**src/rtl/imem_loader_if.sv**
```systemverilog
// Word-stream handshake between the host/UART source and the instruction-memory loader.
interface imem_loader_if;
   logic        s_valid;
   logic [31:0] s_data;
   logic        s_ready;

   modport master (output s_valid, output s_data, input s_ready);
   modport slave  (input s_valid, input s_data, output s_ready);
endinterface

```
**src/rtl/imem_loader.sv**
```systemverilog
// Boot-time loader: splits 32-bit stream words into little-endian byte writes from address 0
// and holds the CPU in reset until the whole session has been written.
module imem_loader #(
   parameter int unsigned ADDRESS_WIDTH = 32,
   parameter int unsigned DATA_WIDTH    = 8,
   parameter int unsigned MAX_WORDS     = 256,
   parameter int unsigned CNT_WIDTH     = 9
) (
   input  logic                     clk,
   input  logic                     rst,
   input  logic                     start,
   input  logic [CNT_WIDTH-1:0]     word_count,
   imem_loader_if.slave             s_if,
   output logic                     mem_we,
   output logic [ADDRESS_WIDTH-1:0] mem_addr,
   output logic [DATA_WIDTH-1:0]    mem_wdata,
   output logic                     cpu_hold,
   output logic                     busy,
   output logic                     done,
   output logic                     err
);

   localparam logic [2:0] S_IDLE   = 3'd0;
   localparam logic [2:0] S_ACCEPT = 3'd1;
   localparam logic [2:0] S_WRITE  = 3'd2;
   localparam logic [2:0] S_DONE   = 3'd3;
   localparam logic [2:0] S_ERROR  = 3'd4;

   localparam logic [CNT_WIDTH-1:0] MAX_CNT = CNT_WIDTH'(MAX_WORDS);

   logic [2:0]               r_state;
   logic [2:0]               w_state_next;
   logic [CNT_WIDTH-1:0]     r_count;
   logic [CNT_WIDTH-1:0]     r_word_idx;
   logic [1:0]               r_byte_idx;
   logic [31:0]              r_word;
   logic [ADDRESS_WIDTH-1:0] r_mem_addr;
   logic [DATA_WIDTH-1:0]    r_mem_wdata;

   logic       w_count_ok;
   logic       w_can_start;
   logic       w_load;
   logic       w_accept;
   logic       w_write;
   logic       w_last_word;
   logic [1:0] w_byte_next;

   assign w_count_ok  = (word_count != '0) && (word_count <= MAX_CNT);
   // start is only honoured while no session is running
   assign w_can_start = (r_state == S_IDLE) || (r_state == S_DONE) || (r_state == S_ERROR);
   assign w_load      = w_can_start && start && w_count_ok;
   assign w_accept    = (r_state == S_ACCEPT) && s_if.s_valid;
   assign w_write     = (r_state == S_WRITE);
   assign w_last_word = (r_word_idx == r_count - CNT_WIDTH'(1));
   assign w_byte_next = r_byte_idx + 2'd1;

   always_comb begin
      w_state_next = r_state;
      case (r_state)
         S_IDLE, S_DONE, S_ERROR: begin
            if (start) w_state_next = w_count_ok ? S_ACCEPT : S_ERROR;
         end
         S_ACCEPT: begin
            if (s_if.s_valid) w_state_next = S_WRITE;
         end
         S_WRITE: begin
            if (r_byte_idx == 2'd3) w_state_next = w_last_word ? S_DONE : S_ACCEPT;
         end
         default: w_state_next = S_IDLE;
      endcase
   end

   always_ff @(posedge clk or posedge rst) begin
      if (rst) begin
         r_state     <= S_IDLE;
         r_count     <= '0;
         r_word_idx  <= '0;
         r_byte_idx  <= '0;
         r_word      <= '0;
         r_mem_addr  <= '0;
         r_mem_wdata <= '0;
      end else begin
         r_state <= w_state_next;
         if (w_load) begin
            r_count    <= word_count;
            r_word_idx <= '0;
         end
         // Address/data are registered one byte ahead so they hold once mem_we drops
         if (w_accept) begin
            r_word      <= s_if.s_data;
            r_byte_idx  <= 2'd0;
            r_mem_addr  <= ADDRESS_WIDTH'({r_word_idx, 2'b00});
            r_mem_wdata <= s_if.s_data[7:0];
         end
         if (w_write) begin
            if (r_byte_idx != 2'd3) begin
               r_byte_idx  <= w_byte_next;
               r_mem_addr  <= r_mem_addr + ADDRESS_WIDTH'(1);
               r_mem_wdata <= r_word[{w_byte_next, 3'b000} +: 8];
            end else if (!w_last_word) begin
               r_word_idx <= r_word_idx + CNT_WIDTH'(1);
            end
         end
      end
   end

   assign s_if.s_ready = (r_state == S_ACCEPT);
   assign mem_we       = w_write;
   assign mem_addr     = r_mem_addr;
   assign mem_wdata    = r_mem_wdata;
   assign cpu_hold     = (r_state != S_DONE);
   assign busy         = (r_state == S_ACCEPT) || (r_state == S_WRITE);
   assign done         = (r_state == S_DONE);
   assign err          = (r_state == S_ERROR);

endmodule

```
**src/flat_wrapper.sv**
```systemverilog
// flat-port wrapper written by rule: the top's interface ports become plain ports
module imem_loader_flat 
#(
   parameter int unsigned ADDRESS_WIDTH = 32,
   parameter int unsigned DATA_WIDTH    = 8,
   parameter int unsigned MAX_WORDS     = 256,
   parameter int unsigned CNT_WIDTH     = 9
)
  (clk, rst, start, word_count, mem_we, mem_addr, mem_wdata, cpu_hold, busy, done, err, s_if_s_valid, s_if_s_data, s_if_s_ready);
  imem_loader_if s_if_i ();
  input  logic clk;
  input  logic rst;
  input  logic start;
  input  logic [CNT_WIDTH-1:0] word_count;
  output logic mem_we;
  output logic [ADDRESS_WIDTH-1:0] mem_addr;
  output logic [DATA_WIDTH-1:0] mem_wdata;
  output logic cpu_hold;
  output logic busy;
  output logic done;
  output logic err;
  input wire logic [$bits(s_if_i.s_valid)-1:0] s_if_s_valid;
  input wire logic [$bits(s_if_i.s_data)-1:0] s_if_s_data;
  output wire logic [$bits(s_if_i.s_ready)-1:0] s_if_s_ready;
  assign s_if_i.s_valid = s_if_s_valid;
  assign s_if_i.s_data = s_if_s_data;
  assign s_if_s_ready = s_if_i.s_ready;
  imem_loader #(.ADDRESS_WIDTH(ADDRESS_WIDTH), .DATA_WIDTH(DATA_WIDTH), .MAX_WORDS(MAX_WORDS), .CNT_WIDTH(CNT_WIDTH)) u_core (.clk(clk), .rst(rst), .start(start), .word_count(word_count), .s_if(s_if_i), .mem_we(mem_we), .mem_addr(mem_addr), .mem_wdata(mem_wdata), .cpu_hold(cpu_hold), .busy(busy), .done(done), .err(err));
endmodule
```
**config.mk**
```make
export PLATFORM = sky130hd
export DESIGN_NAME = imem_loader_flat
export DESIGN_NICKNAME = d
export VERILOG_FILES = /design/src/rtl/imem_loader_if.sv /design/src/rtl/imem_loader.sv /design/src/flat_wrapper.sv
export SDC_FILE = /design/constraint.sdc
export NUM_CORES = 1
export LEC_CHECK = 0
export ABC_AREA = 1
export CAP_MARGIN = 40
export CORE_UTILIZATION = 37
export CTS_CLUSTER_SIZE = 10
export DETAILED_ROUTE_END_ITERATION = 12
export GPL_TIMING_DRIVEN = 0
export RECOVER_POWER = 50
export SLEW_MARGIN = 20
export SYNTH_ARGS = -nofsm -noshare
export SYNTH_HDL_FRONTEND = slang
export SYNTH_SLANG_ARGS = --single-unit
```
**constraint.sdc**
```tcl
create_clock -name clk -period 9.5 [get_ports clk]
set_clock_uncertainty 0.1 [all_clocks]
set_input_delay 1.425 -clock clk [delete_from_list [all_inputs] [get_ports clk]]
set_output_delay 1.425 -clock clk [all_outputs]
set_load 0.05 [all_outputs]
```
Yosys cells after proc, flatten, opt, wreduce, memory -nomap -nowiden:

Cells that the tools add are included.

* bits in registers: 95
* input bits: 45
* output and inout bits: 46
* word-level logic and storage cells: 54

* $add $sub $neg: 4
* magnitude comparators: 1
* eq/ne operators: 11
* shift-type cells: 1
* muxes and demuxes: 19
* reductions and logical operators: 11

Operators by type and width (number)
* 32-bit two-way mux: 3
* 9-bit two-way mux: 4
* 32-bit by 1-bit adder with 32-bit output, second input constant: 1
* 32-bit by 6-bit indexed part select with 8-bit output: 1
* 8-bit two-way mux: 3
* 3-bit two-way mux: 4
* 9-bit by 1-bit adder with 9-bit output, second input constant: 1
* 9-bit equality test: 1
* 9-bit less-or-equal comparator, second input constant: 1
* 3-bit one-hot mux with 3 select lines: 1
* 9-bit nonzero test: 1
* 9-bit by 1-bit subtractor with 9-bit output, second input constant: 1
* 2-bit two-way mux: 4
* 3-bit by 2-bit equality test with 1-bit output, second input constant: 2
* 2-bit inequality test, second input constant: 3
* 1-bit logical AND: 4
* 3-bit by 1-bit equality test with 1-bit output, second input constant: 1
* 3-bit equality test, second input constant: 1
* 3-bit logical NOT: 1
* 1-bit logical OR: 3
* 3-bit by 2-bit inequality test with 1-bit output, second input constant: 1
* 3-bit AND reduction: 1
* 3-bit OR reduction: 1
* 2-bit by 1-bit adder with 2-bit output, second input constant: 1
* 2 further kinds: 2

Logic depth before layout (Yosys ltp):

Gate-level depths: netlist of the first run.

* word-level depth: 9
* depth in mapped cells: 15

Worst setup path before layout of the first run:

No wires, ideal clock.

* path type: reg2out
* from: register u_core.r_state[2]
* to: output port done
* arrival: 1.263 ns
* slack: 6.712 ns
* cell stages (with the launch flop): 4
* cells stage by stage: dfrtp_1 > nor2_2 > nand2_1 > inv_1

* longest elaborated chain between the ends: 1

Ends and longest elaborated chain
* start, declared: RTL line imem_loader.sv:31 `logic [2:0] r_state;`
* start signal, assigned: RTL line imem_loader.sv:83 `r_state <= w_state_next;`
* 3-bit by 2-bit equality test with 1-bit output: RTL line imem_loader.sv:113 `assign done = (r_state == S_DONE);`
* end, declared: RTL line flat_wrapper.sv:20 `output logic done;`

No other way between the ends.

==> results.yml, run 1 <==
logic_synthesis:
  ys_ff_latch: 95
  syn_area_per_cell_um2: 7.64
  yosysWarnings: 0
  yosys.area.top_type: "dfrtp_1"
  syn_inst: 679
  synth_nets: 728
  synth_cell_types: 39
  synth_area_leaders: "dfrtp_1 46%, nand2_1 16%, inv_1 5.4%, nand3_1 4.1%, o21ai_0 4.1%"
  synth_top_area_frac: 0.458
  syn-cell-area_um2: 5190
  synth-seq-area-share: 0.458
cells_and_area:
  fin_nets: 830
  area_growth_pct: 27.2
  n_antenna_cell: 0
  final_common_cell: "nand2_1"
  fillers: 1355
  final_cell_mix: "227 x nand2_1, 95 x dfrtp_1, 86 x clkdlybuf4s50_1"
  drive_gt1_frac: 0.0789
worst_setup_path:
  crit_type: "in -> async"
  critPathLaunchType: "primary input"
  path_max_fanout: 50
  cp-end-kind: "asynchronous set/reset pin"
  crit_chain: "dlygate4sd3_1 -> clkinvlp_2 -> clkbuf_1"
  required_ns: 9.27
  slowest_delay_ns: 2.02
  crit_arrival_ns: 5.15
  slowest_stage: "clkbuf_1"
drt:
  ant_nets: 0
  totalWireLength_mm: 12.9
  firstDrtPassIters: 4
  route.vias.total: 4648
  drt_iter0_drc: 190
  route.detailed.drc: 0
  viasPerCell: 4.83
  post_drt_wl_per_cell_um: 13.4
cts:
  cts_hold_buf: 0
  clock_sink_count: 95
  clockBufferDepth: 2
  clk_pin_slew_ns: 0.07
  post-cts-setup-buffers: 0
  clk_root_buffer_cell: "clkbuf_16"
  cts_tree: "yes"
  ctsResizeCount: 0
  ctsHtreeMaxLevel: 3
  insertion_delay_ns: 0.35
  cts_made_buffers: 9
sta:
  fin_setup_tns_ns: 0
  hold_viol: 0
  rsz0062_at_grt: "no"
  worstMarginPinSlew_ns: 2.73
  final.period_utilization: 0.566
  setup_viol: 0
  slew_headroom: -0.820
  fmax_ghz: 0.186
  worst_slack_ns: 4.12
  maxSlewViolCount: 98
  min_period_ns: 5.38
die:
  core_area_um2: 13500
  die_x_um: 120
  num_rows: 42
  initial_core_util: 0.386
  dieArea_um2: 14500
  die_h_um: 120
  io-pin-count: 91
global_route:
  grt_use_total: 0.193
  gr-total-overflow: 0
  antenna_found_initial: 0
  grt_pass1_wl_mm: 21.7
  grt_max_degree: 51
  grt_pass1_vias: 4404
placed_design:
  place.gp.congestion: 0.853
  pre_cts_ws_ns: 6.04
  dp_hpwl_mm: 9.78
  port_buffers: 90
outcome:
  violations: "capacitance limit, slew limit"
  status: "finished with violations"
power:
  p_leak_nw: 3.13
  p_per_area_nw_per_um2: 265
  ir_drop_mv: 0.157
worst_hold_path:
  hold_class: "reg -> reg"
flow_run:
  cap_violations: 2
==> cell usage after synthesis (all sizes together) <==
library cell / n
o211ai: 1
o22ai: 10
nand4: 7
buf: 11
ha: 4
o221ai: 5
clkbuf: 8
xor2: 13
nor3: 6
dfrtp: 95
nand2: 239
nand3: 47
and3: 1
mux2i: 3
nor2: 64
a22o: 1
a21boi: 1
o31ai: 1
a21oi: 22
xnor2: 6
inv: 81
o21ai: 51
a22oi: 1
or2: 1
==> metal layers <==
layer,track usage,up-vias,routed length (um)
li1,-,2373,-
met3,0.0392,12,600
met1,0.262,2152,6280
met2,0.309,111,5840
met5,0,-,0
met4,0.0594,0,160
==> critical path: cells and delay by family <==
| family | cells | cell delay (ns) |
|---|---|---|
| buffers and inverters | 3 | 3.69 |
==> where the power goes <==
group	leakage, nW	switching [mW]	internal, mW	total (mW)
combinational	1.76	0.484	0.257	0.741
clock	0.139	0.162	0.213	0.374
sequential	1.23	0.105	0.530	0.635
==> per-stage QoR <==
step,hold WS [ns],util,power (mW),std cells,cell area (um2)
after floorplan,0.337,-,1.15,679,5190
after global placement,0.351,0.469,1.37,945,6310
after detailed placement,0.354,0.471,1.39,946,6340
after CTS,0.371,0.494,1.77,962,6640
after global routing,0.392,0.491,1.88,962,6600
final,0.367,0.491,1.75,962,6600
==> registers in the layout, indices dropped and copies added (netlist names) <==
name and flops:
u_core.mem_addr 32, u_core.r_word 32, u_core.r_count 9, u_core.r_word_idx 9, u_core.mem_wdata 8, u_core.r_state 3, u_core.r_byte_idx 2
==> worst paths after layout <==
kind / start / to / slack [ns] / cells past startpoint
min in group asynchronous: rst / u_core.r_word[28] / 1.93 / 2
max: rst / u_core.mem_addr[15] / 4.12 / 3
min reg2reg: u_core.r_word[10] / u_core.r_word[10] / 0.37 / 2
max in group clk: u_core.r_state[2] / mem_we / 5.84 / 4
max reg2reg: u_core.r_state[2] / u_core.mem_addr[0] / 7.12 / 9
min: u_core.r_word[10] / u_core.r_word[10] / 0.37 / 2
==> layout make-up <==
type                            instances  area [um2]  share of cell area
Multi-Input combinational cell        484        2390               0.362
Sequential cell                        95        2380               0.360
Timing Repair Buffer                   91         905               0.137
Inverter                               81         305              0.0462
Clock buffer                           12         246              0.0373
Tap cell                              176         220              0.0334
Buffer                                 19         106              0.0161
Clock inverter                          4        53.8             0.00815
==> cells by family after synthesis <==
| kind of cell | share of synthesized area |
|---|---|
| simple gates | 0.313 |
| buf+inv | 0.0798 |
| flops | 0.458 |
| compound gates | 0.102 |
| xor+xnor | 0.0321 |
| fa+ha+maj | 0.00965 |
| mux | 0.00579 |
Note: power is estimated with default switching activity, not from simulation.
==> run 2: changes to the inputs <==
==> constraint.sdc (replaced) <==
create_clock -name clk -period 5.3 [get_ports clk]
set_clock_uncertainty 0.1 [all_clocks]
set_input_delay 0.795 -clock clk [delete_from_list [all_inputs] [get_ports clk]]
set_output_delay 0.795 -clock clk [all_outputs]
set_load 0.05 [all_outputs]
==> results.yml, run 2 (synthesis gave the netlist of run 1 again) <==
flow_run:
  cap_violations: 1
cts:
  ctsResizeCount: 0
  clock_sink_count: 95
  cts_made_buffers: 9
  clockBufferDepth: 2
  ctsHtreeMaxLevel: 3
  insertion_delay_ns: 0.35
  cts_tree: "yes"
  cts_hold_buf: 0
  post-cts-setup-buffers: 0
  clk_root_buffer_cell: "clkbuf_16"
  clk_pin_slew_ns: 0.07
global_route:
  grt_use_total: 0.193
  grt_pass1_vias: 4404
  antenna_found_initial: 0
  grt_max_degree: 51
  grt_pass1_wl_mm: 21.7
  gr-total-overflow: 0
sta:
  hold_viol: 0
  setup_viol: 0
  worst_slack_ns: 2.25
  fin_setup_tns_ns: 0
  rsz0062_at_grt: "no"
  maxSlewViolCount: 46
  slew_headroom: -0.409
  min_period_ns: 3.05
  final.period_utilization: 0.575
  worstMarginPinSlew_ns: 2.10
  fmax_ghz: 0.328
placed_design:
  place.gp.congestion: 0.853
  pre_cts_ws_ns: 2.47
  dp_hpwl_mm: 9.78
  port_buffers: 90
  place_area_um2: 6340
cells_and_area:
  fin_nets: 830
  final_common_cell: "nand2_1"
  fillers: 1355
  final_cell_mix: "227 x nand2_1, 95 x dfrtp_1, 87 x clkdlybuf4s50_1"
  n_antenna_cell: 0
  design_area_um2: 6620
  area_growth_pct: 27.5
  drive_gt1_frac: 0.0789
outcome:
  status: "finished with violations"
  violations: "capacitance limit, slew limit"
worst_hold_path:
  worstHoldStart: "u_core.r_word[10]"
  holdPathStages: 2
  holdPathEnd: "u_core.r_word[10]"
  hold_class: "reg -> reg"
worst_setup_path:
  r2r_slack_ns: 2.91
  rr_startpoint: "u_core.r_state[2]"
  crit_arrival_ns: 2.15
  worst-r2r-cell-count: 9
  crit_type: "reg -> out"
  required_ns: 4.41
  critPathLaunchType: "register"
  cp-end-kind: "output port"
  r2r-end: "u_core.mem_addr[0]"
  path_max_fanout: 6
die:
  dieArea_um2: 14500
  die_x_um: 120
  initial_core_util: 0.386
  num_rows: 42
  core_area_um2: 13500
  die_h_um: 120
  io-pin-count: 91
power:
  ir_drop_mv: 0.282
  power_mw: 3.13
  p_leak_nw: 3.14
  p_per_area_nw_per_um2: 473
drt:
  post_drt_wl_per_cell_um: 13.4
  route.detailed.drc: 0
  ant_nets: 0
  totalWireLength_mm: 12.9
  firstDrtPassIters: 4
  viasPerCell: 4.84
  drt_iter0_drc: 200
  route.vias.total: 4653
-- run 2: cell count changes in the layout (fill, tap and decap cells not counted) --
cell	before	now
buf_1	2	1
buf_16	0	1
clkdlybuf4s50_1	86	87
dlygate4sd3_1	4	3
nor2_1	53	54
nor2_4	3	2
o21ai_0	43	42
o21ai_1	3	4
-- run 2: layer usage --
| metal | global-route usage | vias up | routed length (um) |
|---|---|---|---|
| met1 | 0.262 | 2165 | 6270 |
| met4 | 0.0594 | 0 | 160 |
| met2 | 0.309 | 103 | 5830 |
| li1 | - | 2372 | - |
| met3 | 0.0392 | 13 | 602 |
| met5 | 0 | - | 0 |
-- run 2: worst max-delay path by stage --
stage	depth (start not counted)	from	to
floorplan	1	rst	u_core.mem_addr[0]
global placement	2	rst	u_core.mem_addr[18]
detailed placement	11	word_count[6]	u_core.r_word_idx[6]
CTS	4	u_core.r_state[2]	mem_we
global route	4	u_core.r_state[2]	mem_we
finish	4	u_core.r_state[2]	mem_we
-- run 2: worst max-delay path, stage by stage, from the launching register on --
cell	delay (ns)
dfrtp_1	0.40
inv_1	0.12
nand3_4	0.15
inv_1	0.26
clkdlybuf4s50_1	0.86
-- run 2: cell type report --
type,count,area [um2],area share
Tap cell,176,220,0.0333
Inverter,81,305,0.0461
Buffer,19,106,0.0161
Sequential cell,95,2380,0.359
Clock inverter,4,53.8,0.00813
Timing Repair Buffer,91,928,0.140
Clock buffer,12,246,0.0372
Multi-Input combinational cell,484,2380,0.360
-- run 2: through the flow --
step	hold WS (ns)	util	std cells
global route	0.392	0.492	962
finish	0.369	0.492	962
CTS	0.371	0.494	962
floorplan	0.337	-	679
detailed placement	0.354	0.471	946
global placement	0.351	0.469	945
-- run 2: power by group --
group | internal, mW | switching (mW) | leakage [nW]
combinational | 0.461 | 0.865 | 1.77
sequential | 0.950 | 0.186 | 1.23
clock | 0.381 | 0.290 | 0.139
